**config.mk**
```make
export PLATFORM = sky130hd
export DESIGN_NAME = pipeline_hazard_ctrl
export DESIGN_NICKNAME = d
export VERILOG_FILES = /design/src/rtl/pipeline_hazard_ctrl_pkg.sv /design/src/rtl/pipeline_hazard_ctrl_mem_tracker.sv /design/src/rtl/pipeline_hazard_ctrl.sv
export SDC_FILE = /design/constraint.sdc
export NUM_CORES = 1
export LEC_CHECK = 0
export ABC_AREA = 0
export ABC_CLOCK_PERIOD_IN_PS = 2450
export BUFFER_PORTS_ARGS = -buffer_cell sky130_fd_sc_hd__buf_2
export CAP_MARGIN = 10
export CORE_ASPECT_RATIO = 1.1
export CORE_MARGIN = 1
export CORE_UTILIZATION = 52
export CTS_CLUSTER_DIAMETER = 60
export CTS_CLUSTER_SIZE = 10
export DETAILED_ROUTE_END_ITERATION = 10
export GPL_TIMING_DRIVEN = 0
export PLACE_DENSITY_LB_ADDON = 0.15
export SKIP_CTS_REPAIR_TIMING = 1
export SLEW_MARGIN = 40
export SYNTH_ARGS = -nofsm -noshare
export SYNTH_HDL_FRONTEND = slang
export SYNTH_SLANG_ARGS = --single-unit
export TNS_END_PERCENT = 100
```
**constraint.sdc**
```tcl
create_clock -name clk -period 2.45 [get_ports clk]
set_input_delay 0.3675 -clock clk [delete_from_list [all_inputs] [get_ports clk]]
set_output_delay 0.3675 -clock clk [all_outputs]
set_load 0.05 [all_outputs]
```
**src/rtl/pipeline_hazard_ctrl_pkg.sv**
```systemverilog
// Shared types for the pipeline stall/flush sequencer.
//   hazard_state_t : memory-handshake tracker states
//   stage_ctrl_t   : load/flush pair consumed by a pipeline register
//   load_use()     : ID/EX load-use hazard detection
package pipeline_hazard_ctrl_pkg;

  typedef enum logic [1:0] {
    RUN,
    WAIT_BOTH,
    WAIT_I,
    WAIT_D
  } hazard_state_t;

  typedef struct packed {
    logic load;
    logic flush;
  } stage_ctrl_t;

  // A load in EX writing a non-x0 register read by the ID instruction.
  function automatic logic load_use(
    input logic [4:0] rs1,
    input logic [4:0] rs2,
    input logic       uses_rs1,
    input logic       uses_rs2,
    input logic [4:0] ex_rd,
    input logic       ex_mem_read
  );
    return ex_mem_read && (ex_rd != 5'd0) &&
           ((uses_rs1 && (rs1 == ex_rd)) || (uses_rs2 && (rs2 == ex_rd)));
  endfunction

endpackage

```
**src/rtl/pipeline_hazard_ctrl_mem_tracker.sv**
```systemverilog
// Tracks instruction/data memory handshakes for the pipeline.
//   i_clk, i_rst             : clock, synchronous active-high reset
//   i_imem_read, i_imem_resp : fetch request and completion pulse
//   i_dmem_access, i_dmem_resp : MEM-stage request and completion pulse
//   o_go                     : both memories satisfied, pipeline may advance
//   o_imem_read_en, o_dmem_access_en : requests gated so each issues once
module hazard_mem_tracker
  import pipeline_hazard_ctrl_pkg::*;
(
  input  logic i_clk,
  input  logic i_rst,
  input  logic i_imem_read,
  input  logic i_imem_resp,
  input  logic i_dmem_access,
  input  logic i_dmem_resp,
  output logic o_go,
  output logic o_imem_read_en,
  output logic o_dmem_access_en
);

  hazard_state_t r_state;
  hazard_state_t w_state_nxt;
  logic          w_i_done;
  logic          w_d_done;
  logic          w_go;

  // The state encodes the sticky flags: both responses present in the same
  // frozen cycle would have produced go, so {i_done,d_done}=11 cannot occur.
  assign w_i_done = (r_state == WAIT_D);
  assign w_d_done = (r_state == WAIT_I);

  assign w_go = (!i_imem_read   || i_imem_resp || w_i_done) &&
                (!i_dmem_access || i_dmem_resp || w_d_done);

  always_ff @(posedge i_clk) begin
    if (i_rst) r_state <= RUN;
    else       r_state <= w_state_nxt;
  end

  // A response only sets its flag while its request is active, so a stray
  // pulse (e.g. late after reset) cannot block the next request.
  always_comb begin
    w_state_nxt = r_state;
    if (w_go) begin
      w_state_nxt = RUN;
    end else begin
      unique case (r_state)
        RUN, WAIT_BOTH: begin
          if (i_imem_read && i_imem_resp)        w_state_nxt = WAIT_D;
          else if (i_dmem_access && i_dmem_resp) w_state_nxt = WAIT_I;
          else                                   w_state_nxt = WAIT_BOTH;
        end
        WAIT_I:  w_state_nxt = WAIT_I;
        WAIT_D:  w_state_nxt = WAIT_D;
        default: w_state_nxt = RUN;
      endcase
    end
  end

  assign o_go             = w_go && !i_rst;
  assign o_imem_read_en   = !i_rst && i_imem_read   && !w_i_done;
  assign o_dmem_access_en = !i_rst && i_dmem_access && !w_d_done;

endmodule

```
**src/rtl/pipeline_hazard_ctrl.sv**
```systemverilog
// Stall/flush sequencer for the 5-stage RV32I pipeline.
//   clk, rst            : clock, synchronous active-high reset
//   id_*, ex_*          : operand/destination info for load-use detection
//   ex_br_taken         : EX redirects the PC
//   imem_*/dmem_*       : memory requests and completion pulses
//   imem_read_en, dmem_access_en : gated memory requests
//   *_load, *_flush     : pipeline register enables
//   stall_cnt, flush_cnt : saturating performance counters
module pipeline_hazard_ctrl
  import pipeline_hazard_ctrl_pkg::*;
#(
  parameter int unsigned CNT_W = 32
) (
  input  logic             clk,
  input  logic             rst,
  input  logic [4:0]       id_rs1,
  input  logic [4:0]       id_rs2,
  input  logic             id_uses_rs1,
  input  logic             id_uses_rs2,
  input  logic [4:0]       ex_rd,
  input  logic             ex_mem_read,
  input  logic             ex_br_taken,
  input  logic             imem_read,
  input  logic             imem_resp,
  input  logic             dmem_access,
  input  logic             dmem_resp,
  output logic             imem_read_en,
  output logic             dmem_access_en,
  output logic             pc_load,
  output logic             if_id_load,
  output logic             id_ex_load,
  output logic             ex_mem_load,
  output logic             mem_wb_load,
  output logic             if_id_flush,
  output logic             id_ex_flush,
  output logic [CNT_W-1:0] stall_cnt,
  output logic [CNT_W-1:0] flush_cnt
);

  logic             w_go;
  logic             w_lu;
  logic             w_br;
  logic             w_pc_load;
  logic             w_ex_mem_load;
  logic             w_mem_wb_load;
  stage_ctrl_t      w_if_id;
  stage_ctrl_t      w_id_ex;
  logic             w_stall_inc;
  logic             w_flush_inc;
  logic [CNT_W-1:0] r_stall_cnt;
  logic [CNT_W-1:0] r_flush_cnt;

  hazard_mem_tracker u_mem_tracker (
    .i_clk            (clk),
    .i_rst            (rst),
    .i_imem_read      (imem_read),
    .i_imem_resp      (imem_resp),
    .i_dmem_access    (dmem_access),
    .i_dmem_resp      (dmem_resp),
    .o_go             (w_go),
    .o_imem_read_en   (imem_read_en),
    .o_dmem_access_en (dmem_access_en)
  );

  assign w_lu = load_use(id_rs1, id_rs2, id_uses_rs1, id_uses_rs2, ex_rd, ex_mem_read);
  assign w_br = ex_br_taken;

  // Branch outranks load-use: the ID instruction is on the wrong path anyway.
  always_comb begin
    w_pc_load     = 1'b0;
    w_ex_mem_load = 1'b0;
    w_mem_wb_load = 1'b0;
    w_if_id       = '0;
    w_id_ex       = '0;
    if (w_go) begin
      w_ex_mem_load = 1'b1;
      w_mem_wb_load = 1'b1;
      w_id_ex.load  = 1'b1;
      if (w_br) begin
        w_pc_load     = 1'b1;
        w_if_id       = '{load: 1'b1, flush: 1'b1};
        w_id_ex.flush = 1'b1;
      end else if (w_lu) begin
        w_id_ex.flush = 1'b1;
      end else begin
        w_pc_load    = 1'b1;
        w_if_id.load = 1'b1;
      end
    end
  end

  assign pc_load     = w_pc_load;
  assign if_id_load  = w_if_id.load;
  assign if_id_flush = w_if_id.flush;
  assign id_ex_load  = w_id_ex.load;
  assign id_ex_flush = w_id_ex.flush;
  assign ex_mem_load = w_ex_mem_load;
  assign mem_wb_load = w_mem_wb_load;

  assign w_stall_inc = !w_go || (w_lu && !w_br);
  assign w_flush_inc = w_go && w_br;

  always_ff @(posedge clk) begin
    if (rst) begin
      r_stall_cnt <= '0;
      r_flush_cnt <= '0;
    end else begin
      if (w_stall_inc && (r_stall_cnt != '1)) r_stall_cnt <= r_stall_cnt + CNT_W'(1);
      if (w_flush_inc && (r_flush_cnt != '1)) r_flush_cnt <= r_flush_cnt + CNT_W'(1);
    end
  end

  assign stall_cnt = r_stall_cnt;
  assign flush_cnt = r_flush_cnt;

endmodule

```
==> flow_summary_export.csv <==
group,metric,value,unit
status,status,"finished clean",
sta,rsz0062_at_grt,"yes",
detailed_routing,totalWireLength,9.27,mm
sta,period_share,98.8,%
worst_hold_path,whs_path_depth,3,
grt,gr-total-overflow,0,
sta,finalHoldViolCount,0,
worst_setup_path,cp-end-kind,"primary output",
cells_and_area,final.fill_count,582,
pwr,p_leak,1.89,nW
worst_setup_path,timing.rr.end,"stall_cnt[31]",
grt,grt_pass1_wl,14.0,mm
worst_setup_path,worstSetupPathType,"reg2out",
detailed_routing,drc,0,
cells_and_area,multi_input_area,2140,um^2
pwr,power.density,496,nW/um^2
logic_synthesis,yosysWarnings,0,
detailed_routing,avgRoutedWirePerCell,14.8,um
clock_network,clkSinkCount,66,
sta,timing.fmax,0.413,GHz
worst_hold_path,min_from,"dmem_resp",
logic_synthesis,ys_ff_latch,66,
floorplanning,start_util,53.7,%
worst_setup_path,crit_required,2080,ps
worst_setup_path,cp_max_fo,5,
worst_setup_path,cp-start-kind,"register",
logic_synthesis,syn-num-nets,449,
sta,finClkSkew,9.19,ps
logic_synthesis,syn_avg_cell_area,8.34,um^2
worst_hold_path,hold_path.class,"in2reg",
detailed_routing,via_count,3623,
sta,max-slew-margin-rel,53.6,%
worst_setup_path,critPathArrivalTime,2050,ps
logic_synthesis,ys.flop_type,"dfxtp_1",
floorplanning,dieArea,7100,um^2
cells_and_area,nets,568,
floorplanning,die_h,88.3,um
sta,tightest_slew,690,ps
grt,grt_usage,25.2,%
worst_setup_path,reg2reg_from,"stall_cnt[2]",
worst_setup_path,r2r_cells,6,
cells_and_area,drive_gt1_share,27.5,%
clock_network,cts_buffers,9,
floorplanning,core-area,6560,um^2
cells_and_area,area_growth,27.3,%
cells_and_area,seq_area,1330,um^2
placed_design,place_congestion,0.837,
clock_network,clkTransAtPathRegs,70,ps
logic_synthesis,ys_seq_area_share,37.5,%
floorplanning,rows,31,
grt,grt_max_degree,12,
logic_synthesis,synth_edf_count,0,
floorplanning,die_x,80.4,um
sta,finalMaxSlewViolations,0,
sta,setup_violations,0,
floorplanning,ios,98,
clock_network,insertion_delay,350,ps
cells_and_area,num_antenna_cells,0,
placed_design,dp_hpwl,6.60,mm
logic_synthesis,synthArstFlopShare,0,%
clock_network,cts_max_level,3,
clock_network,cts_tree,"done",
worst_setup_path,r2r_slack,90,ps
detailed_routing,viasPerCell,5.77,
placed_design,portBuffers,97,
run,maxCapViolCount,0,
detailed_routing,antenna_left,0,
logic_synthesis,ys_types,47,
logic_synthesis,netlist_area,3520,um^2
grt,first_global_vias,3134,
detailed_routing,drtPass1Iterations,4,
cells_and_area,post-route-util,68.4,%
sta,tns,0,ps
logic_synthesis,syn_inst,422,
clock_network,cts.path.max_buffers,2,
grt,antenna_found_initial,0,
detailed_routing,drtIter0Drc,191,
sta,fin_crit,2420,ps
pwr,ir_drop,0.360,mV
clock_network,root_buffer,"clkbuf_8",
[power breakdown]
| part | total, mW | internal (mW) | switching, mW |
|---|---|---|---|
| registers | 1.09 | 1.08 | 0.0105 |
| logic | 0.267 | 0.102 | 0.166 |
| clock network | 0.862 | 0.448 | 0.414 |
[cell usage in the layout (no fill, tap or decap), drive strengths merged, types with 3 or more instances in the layout]
master | netlist | routed
xnor2 | 13 | 13
nand3 | 18 | 18
xor2 | 24 | 24
and3 | 20 | 20
dfxtp | 66 | 66
nor3 | 5 | 5
a21oi | 28 | 28
and2 | 8 | 8
nor4 | 4 | 4
nand2 | 22 | 22
inv | 6 | 6
nand4 | 36 | 36
o21a | 3 | 3
nor2 | 39 | 39
mux2i | 3 | 3
or3 | 17 | 17
nor4b | 3 | 3
and4 | 9 | 9
o21ai | 20 | 20
or4 | 10 | 10
nand4b | 3 | 3
mux2 | 4 | 4
nand2b | 3 | 3
clkbuf | 16 | 31
buf | 7 | 114
o31ai | 7 | 7
nor2b | 9 | 9
[worst max-delay path: stages, from the launching register on]
cell and delay [ps]:
dfxtp_2 330, or3b_4 390, a32oi_4 290, nor2_4 80
a21boi_4 150, buf_6 140, buf_8 120, buf_2 200
[stage by stage]
step / total power, mW / hold slack, ps / cell area [um^2] / worst slack (ps) / instances
3_3_place_gp: 1.35 / 465 / 4120 / -361 / 601
2_1_floorplan: 1.28 / 574 / 3530 / 30.7 / 422
3_5_place_dp: 1.35 / 476 / 4120 / -389 / 601
6_report: 2.22 / 374 / 4480 / 30.5 / 628
5_1_grt: 2.29 / 384 / 4480 / -16.3 / 628
4_1_cts: 2.19 / 375 / 4300 / -403 / 617
[area by class of cell]
cell class	instances	share of cell area, %
Clock buffer	14	3.85
Clock inverter	2	0.223
Buffer	22	2.74
Multi-Input combinational cell	327	47.7
Sequential cell	66	29.6
Tap cell	82	2.29
Inverter	6	0.503
Timing Repair Buffer	109	13.1
[layer usage]
| metal | global-route usage, % | routed length [um] | share of wire [%] |
|---|---|---|---|
| met2 | 44.1 | 4780 | 52 |
| met5 | 0 | 0 | 0 |
| met4 | 11.7 | 146 | 1.6 |
| met1 | 29.9 | 3910 | 42 |
| met3 | 4.33 | 426 | 4.6 |
[how the worst max path moves through the flow]
| stage | startpoint | end | slack [ps] | depth (start not counted) |
|---|---|---|---|---|
| global placement | ex_rd[1] | pc_load | -360 | 9 |
| CTS | ex_rd[1] | pc_load | -400 | 9 |
| global route | register | if_id_flush | -20 | 6 |
| floorplan | stall_cnt[2] | stall_cnt[13] | 30 | 7 |
| detailed placement | ex_rd[1] | pc_load | -390 | 9 |
| finish | register | if_id_load | 30 | 7 |
[state kept, by name, summed over array words and instances (netlist names), named ones only]
name / cells
flush_cnt: 32
stall_cnt: 32
u_mem_tracker.r_state: 1
[cell usage after synthesis, drive strengths merged (6+ instances only)]
cell type	n	share of area (%)
a21oi	28	4.0
and2	8	1.4
and3	20	3.6
and4	9	2.2
buf	7	1.4
clkbuf	16	1.7
dfxtp	66	38
inv	6	0.64
nand2	22	2.3
nand3	18	2.6
nand4	36	6.4
nor2	39	4.2
nor2b	9	1.6
o21ai	20	2.8
o31ai	7	1.5
or3	17	3.0
or4	10	2.1
xnor2	13	3.2
xor2	24	6.0
[cells by family (layout without fill, tap and decap cells)]
logic type	count (synthesis)	count (layout)	synth area share (%)
flops	66	66	37.5
fa+ha+maj	2	2	0.711
compound gates	69	69	12.1
xor+xnor	37	37	9.21
mux	7	7	2.13
simple gates	212	212	34.6
buf+inv	29	153	3.73
(Power assumes the default switching activity.)
